### src/rtl/tdm_demux_4ch.sv
// Receive side of a 4-slot TDM link: tracks frame alignment from the slot-0
// marker and presents each completed frame on O0..O3 with a one-cycle strobe.

module tdm_demux_lane #(
  parameter int W      = 8,
  parameter bit DIRECT = 1'b0
) (
  input  logic         clk,
  input  logic         rst,
  input  logic [W-1:0] din,
  input  logic         we,
  input  logic         commit,
  output logic [W-1:0] o
);

  generate
    if (DIRECT) begin : g_direct
      // The last slot lands in the output straight from the wire on commit.
      logic unused_we;
      assign unused_we = we;

      always_ff @(posedge clk) begin
        if (rst)         o <= '0;
        else if (commit) o <= din;
      end
    end else begin : g_staged
      logic [W-1:0] s;

      always_ff @(posedge clk) begin
        if (rst) begin
          s <= '0;
          o <= '0;
        end else begin
          if (we)     s <= din;
          if (commit) o <= s;
        end
      end
    end
  endgenerate

endmodule

module tdm_demux_4ch #(
  parameter int W      = 8,
  parameter int STRICT = 0
) (
  input  logic         clk,
  input  logic         rst,
  input  logic [W-1:0] din,
  input  logic         din_valid,
  input  logic         frame_sync,
  output logic [W-1:0] O0,
  output logic [W-1:0] O1,
  output logic [W-1:0] O2,
  output logic [W-1:0] O3,
  output logic         frame_valid,
  output logic [1:0]   sel,
  output logic         locked,
  output logic         sync_err
);

  localparam int NUM_LANES = 4;

  typedef enum logic {HUNT, LOCKED} state_t;

  state_t                            state_q, state_d;
  logic [1:0]                        sel_q, sel_d;
  logic                              fv_q, err_q, err_d, commit;
  logic [NUM_LANES-1:0]              stage_we;
  logic [NUM_LANES-1:0][W-1:0]       o_q;

  always_ff @(posedge clk) begin
    if (rst) begin
      state_q <= HUNT;
      sel_q   <= 2'd0;
      fv_q    <= 1'b0;
      err_q   <= 1'b0;
    end else begin
      state_q <= state_d;
      sel_q   <= sel_d;
      fv_q    <= commit;
      err_q   <= err_d;
    end
  end

  always_comb begin
    state_d  = state_q;
    sel_d    = sel_q;
    stage_we = '0;
    commit   = 1'b0;
    err_d    = 1'b0;
    if (din_valid) begin
      unique case (state_q)
        HUNT: begin
          if (frame_sync) begin
            stage_we[0] = 1'b1;
            sel_d       = 2'd1;
            state_d     = LOCKED;
          end
        end
        LOCKED: begin
          if (frame_sync) begin
            // A marker mid-frame means we slipped: restart the frame here.
            stage_we[0] = 1'b1;
            sel_d       = 2'd1;
            err_d       = (sel_q != 2'd0);
          end else if (sel_q == 2'd0) begin
            if (STRICT != 0) begin
              err_d   = 1'b1;
              sel_d   = 2'd0;
              state_d = HUNT;
            end else begin
              stage_we[0] = 1'b1;
              sel_d       = 2'd1;
            end
          end else if (sel_q == 2'd3) begin
            commit = 1'b1;
            sel_d  = 2'd0;
          end else begin
            stage_we[sel_q] = 1'b1;
            sel_d           = sel_q + 2'd1;
          end
        end
        default: state_d = HUNT;
      endcase
    end
  end

  genvar i;
  generate
    for (i = 0; i < NUM_LANES; i++) begin : g_lane
      tdm_demux_lane #(
        .W      (W),
        .DIRECT (i == NUM_LANES-1)
      ) u_lane (
        .clk    (clk),
        .rst    (rst),
        .din    (din),
        .we     (stage_we[i]),
        .commit (commit),
        .o      (o_q[i])
      );
    end
  endgenerate

  assign O0          = o_q[0];
  assign O1          = o_q[1];
  assign O2          = o_q[2];
  assign O3          = o_q[3];
  assign frame_valid = fv_q;
  assign sync_err    = err_q;
  assign sel         = sel_q;
  assign locked      = (state_q == LOCKED);

endmodule

### config.mk
export PLATFORM = sky130hd
export DESIGN_NAME = tdm_demux_4ch
export DESIGN_NICKNAME = d
export VERILOG_FILES = /design/src/rtl/tdm_demux_4ch.sv
export SDC_FILE = /design/constraint.sdc
export NUM_CORES = 1
export LEC_CHECK = 0
export CAP_MARGIN = 20
export CORE_UTILIZATION = 50
export DETAILED_ROUTE_END_ITERATION = 16
export PLACE_DENSITY_LB_ADDON = 0.3
export SLEW_MARGIN = 0
export SYNTH_ARGS = -nofsm -noshare
export SYNTH_HDL_FRONTEND = slang
export SYNTH_SLANG_ARGS = --single-unit
### constraint.sdc
create_clock -name clk -period 2.25 [get_ports clk]
set_input_delay 0.3375 -clock clk [delete_from_list [all_inputs] [get_ports clk]]
set_output_delay 0.3375 -clock clk [all_outputs]
set_load 0.005 [all_outputs]
======== After elaboration in Yosys (flattened, before gate mapping) ========
Cells that the tools add are included.
W data, S select, Z words.
word-level totals
  bits in registers ....................... 61
  input port bits ......................... 12
  output and inout port bits .............. 37
cells by class
  $add $sub $neg .......................... 1
  magnitude comparators ................... 2
  equality and inequality tests ........... 2
  mux-type cells .......................... 22
  bitwise logic cells ..................... 3
  reductions and logical operators ........ 5
operators by type and width
  kind                   number
  $mux W2                7
  $mux W1                10
  $mux W3                2
  $pmux W2 S2            1
  $reduce_or A4 Y1       1
  $lt A2 B3 Y1 const B   1
  $not A1 Y1             3
  $add A2 B1 Y2 const B  1
  $demux W1 S2           1
  $eq A2 B2 Y1 const B   1
  $ge A2 B1 Y1 const B   1
  $logic_not A2 Y1       1
  $ne A2 B2 Y1 const B   1
  $pmux W1 S2            1
  $reduce_and A2 Y1      1
  $reduce_bool A2 Y1     1
  $logic_and A1 B1 Y1    1

======== Logic depth before layout (Yosys ltp) ========
  depth after elaboration ................. 9
  mapped depth ............................ 6
  gate-level depth less buffers ........... 5

======== Cells and area by module ========
A second synthesis with hierarchy kept.
second synthesis, totals
  cells, all modules ...................... 212
  area, all modules ....................... 2317.2 um2
modules (own cells, without submodules)
  module                                 instances  cells an instance  area each (um2)
  tdm_demux_lane (g_lane[0].u_lane ...)  3          52                 579.3
  tdm_demux_4ch                          1          30                 294.0
  tdm_demux_lane (g_lane[3].u_lane)      1          26                 285.3

======== Worst setup path before layout ========
OpenSTA, ideal clock, no wires.
  kind .................................... register to register
  from .................................... register sel_q[0] (netlist: sel[0])
  to ...................................... register g_lane[0].u_lane.g_staged.s[2]
  setup time .............................. 72 ps
  arrival ................................. 1253 ps
  required time ........................... 2178 ps
  path slack .............................. 925 ps
  stages on the path, launching flop included .. 6
  buffers on the path ..................... 0
  cell sequence ........................... dfxtp_1 -> inv_1 -> ha_1 -> a21oi_1 -> o21ai_0 -> a21oi_1
between the ends
  word-level cells in the longest chain between the ends .. 9
RTL lines
  item                                                                line  RTL
  from (decl)                                                         67    logic [1:0] sel_q, sel_d;
  from (signal assigned)                                              80    sel_q <= sel_d;
  $lt A2 B3 Y1 (implied by the code) or $ge A2 B1 Y1 (tied branches)  120   stage_we[sel_q] = 1'b1;
  $logic_and A1 B1 Y1 (implied by the code)                           120
  $mux W1 (implied by the code)                                       120
  $demux W1 S2                                                        120
  $mux W3                                                             116   end else if (sel_q == 2'd3) begin
  $mux W1 (*)                                                         107   end else if (sel_q == 2'd0) begin
  $mux W1 (*)                                                         102   if (frame_sync) begin
  $pmux W1 S2 (*)                                                     93    unique case (state_q)
  $mux W3 (*)                                                         92    if (din_valid) begin
  to (signal assigned)                                                34    if (we) s <= din;
  to (decl)                                                           27    logic [W-1:0] s;
Every way passes the cells marked *; elsewhere a longest branch is shown, timed or not.
A chain may end at the register's enable or synchronous reset.

======== Worst setup path after layout ========
  from .................................... register state_q (netlist: locked)
  to ...................................... output port locked
RTL lines
  item                    line  RTL
  from (decl)             66    state_t state_q, state_d;
  from (signal assigned)  79    state_q <= state_d;
  to (decl)               58    output logic locked,
No word-level cell between the ends.

==> flow_summary_export.csv <==
group,metric,value,unit
outcome,outcome,"finished, final reports clean",
yosys,synth_fp_nets,294,
grt,grt_pass1_wl,8630,µm
sta,whs,434,ps
clock_network,numClockSinks,61,
grt,grt_pass1_vias,1843,
clock_network,ctsHoldBuffers,0,
routing,num_vias,1995,
die,die_w,69.8,µm
yosys,yosysTopAreaCell,"dfxtp_1",
sta,fmax,551,MHz
grt,overflow,0,
die,fp-row-count,24,
yosys,yosysSeqAreaShare,53.1,%
setup_path,crit_path_start_kind,"flop",
yosys,syn_avg_cell_area,8.31,µm²
finish,seqCellArea,0.00122,mm²
finish,diodes,0,
setup_path,r2r_cells,4,
die,core-area,0.00438,mm²
routing,firstDrtPassIters,4,
placed_design,io_buffers,48,
clock_network,cts_inserted_buffers,9,
die,start_util,52.5,%
power_and_ir_drop,p_per_area,766,mW/mm²
routing,drt-initial-drc-count,124,
setup_path,critical_path_required,1910,ps
routing,drcViolationCount,0,
setup_path,critPathArrivalTime,1480,ps
finish,nets,339,
worst_hold_path,min_to,"locked$_SDFFE_PP0P_",
setup_path,cp_slowest_stage_delay,580,ps
grt,antenna_found_initial,0,
setup_path,r2r-start,"sel[1]$_SDFFE_PP0P_",
sta,slew_headroom,67.7,%
sta,drv_slew,0,
yosys,yosys-top-cells-area,"dfxtp_1, nand2_1, a21oi_1",
finish,final_cell_mix,"nand2_1, dfxtp_1, a21oi_1, clkdlybuf4s50_1, clkbuf_8",
setup_path,end_kind,"output port",
finish,synthToLayoutAreaGrowth,30.0,%
worst_hold_path,whs_path_depth,2,
yosys,synth-warning-count,0,
yosys,ys_seq_elements,61,
finish,final_common_cell,"nand2_1",
sta,fin_crit_sh,80.7,%
sta,finalSetupViolCount,0,
worst_hold_path,min-delay-path-class,"primary input to flop",
power_and_ir_drop,p_leak,1.03,nW
sta,hold_viol,0,
sta,min_period,1820,ps
finish,drive_gt1_share,8.56,%
yosys,synth.top_cell.area_share,53.1,%
yosys,synth_area,0.00230,mm²
sta,rsz0062_at_grt,"no",
yosys,synth_cells,277,
finish,multiInputGateArea,945,µm²
setup_path,critPathBufInv,1,
clock_network,clk_latency,340,ps
job,maxCapViolCount,0,
placed_design,hpwl,3270,µm
setup_path,critical_path.top_delay_family,"buffers and inverters",
setup_path,r2r-end,"g_lane[2].u_lane.o[5]$_SDFFE_PP0P_",
clock_network,clock_path_buffers,2,
setup_path,r2r_slack,760,ps
grt,grt_usage,23.0,%
routing,wire_per_inst,13.5,µm
die,die-area,0.00488,mm²
power_and_ir_drop,ir_drop,0.521,mV
clock_network,cts_root_buf,"clkbuf_8",
die,io_pins,49,
die,die_y,69.8,µm
worst_hold_path,min_from,"rst",
grt,grt_max_degree,34,
setup_path,crit_fanout,12,
routing,drt.antenna.violating_nets,0,
setup_path,cpMaxStageDelayCell,"clkdlybuf4s50_1",
sta,setup_tns,0,ps
clock_network,postCtsSetupBuffers,0,
routing,wl,5120,µm
setup_path,worst-setup-path-type,"flop to output port",
setup_path,path_cells,"clkdlybuf4s50_1",
yosys,ys_types,23,
clock_network,post_cts_resized,0,
clock_network,htreeDepth,3,
finish,nFillCells,377,
sta,worst_pin_slew,485,ps
clock_network,cts.clk_slew.worst_paths,60,ps
clock_network,tritoncts,"done",
routing,vias_per_cell,5.26,
sta,skew,6.07,ps
placed_design,place.gp.congestion,0.760,
-- Yosys cell counts --
master    number
nand2_1       97
nand3_1        8
buf_6          3
nor2_1         3
inv_1          4
clkbuf_1       7
and4b_1        3
dfxtp_1       61
nor3_1         1
nor4_1         1
buf_4          4
ha_1           5
o21ai_0        8
o21a_1         1
a21oi_2        4
a21o_1         1
a21oi_1       54
nor4b_1        1
nor2b_1        1
buf_2          6
nand4b_1       2
nand4b_4       1
o32ai_1        1
-- routing by layer --
layer / global-route usage (%) / vias up / share of wire [%]
met5: 0 / - / 0
met4: 11.8 / 0 / 3.0
met3: 6.40 / 13 / 4.5
met2: 37.8 / 52 / 48
met1: 27.4 / 927 / 44
li1: - / 1003 / -
-- worst register-to-register path, stage by stage, from the launching register on --
cell and delay [ps]:
dfxtp_1 410, ha_1 250, nand4b_4 390, nand2_1 220, a21oi_1 90
-- worst max path at each step --
stage / from / slack (ps) / to / cells past startpoint
2_1_floorplan: sel[0]$_SDFFE_PP0P_ / 920 / g_lane[0].u_lane.g_staged.s[2]$_SDFFE_PP0P_ / 5
3_3_place_gp: frame_sync / 330 / g_lane[3].u_lane.o[2]$_SDFFE_PP0P_ / 4
3_5_place_dp: frame_sync / 310 / g_lane[3].u_lane.o[7]$_SDFFE_PP0P_ / 4
4_1_cts: locked$_SDFFE_PP0P_ / 430 / locked / 1
5_1_grt: locked$_SDFFE_PP0P_ / 370 / locked / 1
6_report: locked$_SDFFE_PP0P_ / 430 / locked / 1
-- cell families after synthesis --
| kind of cell | after synthesis | share of synthesized area, % |
|---|---|---|
| buf+inv | 24 | 5.87 |
| fa+ha+maj | 5 | 2.72 |
| flops | 61 | 53.1 |
| compound gates | 69 | 16.0 |
| simple gates | 118 | 22.3 |
-- registers in the layout, indices dropped and copies added, names as in the netlist --
name and cells:
frame_valid 1, sync_err 1, locked 1, g_lane.u_lane.g_staged.s 24
sel 2, g_lane.u_lane.o 32
-- layout make-up --
cell class              count  share of cell area [%]
inverters                   4                   0.502
flip-flops and latches     61                    40.8
repair buffers             54                    17.4
clock inverters             6                    2.89
clock buffers              10                    4.60
multi-input cells         192                    31.6
well taps                  52                    2.18
-- through the flow --
| stage | total power (W) | instance area [µm²] | setup WS (ps) | cells | utilization (%) |
|---|---|---|---|---|---|
| after detailed placement | 0.00123 | 2770 | 307 | 363 | 63.1 |
| final | 0.00229 | 2990 | 435 | 379 | 68.2 |
| after CTS | 0.00230 | 2990 | 427 | 379 | 68.2 |
| after global placement | 0.00123 | 2770 | 328 | 363 | 63.1 |
| after global routing | 0.00236 | 2990 | 370 | 379 | 68.2 |
| after floorplan | 0.00118 | 2300 | 925 | 277 | - |
-- power by group --
group	internal (W)	switching [W]	total, W
clock network	0.000651	0.000436	0.00109
registers	0.00109	0.0000103	0.00110
logic	0.0000421	0.0000607	0.000103
Note: power is estimated with default switching activity, not from simulation.
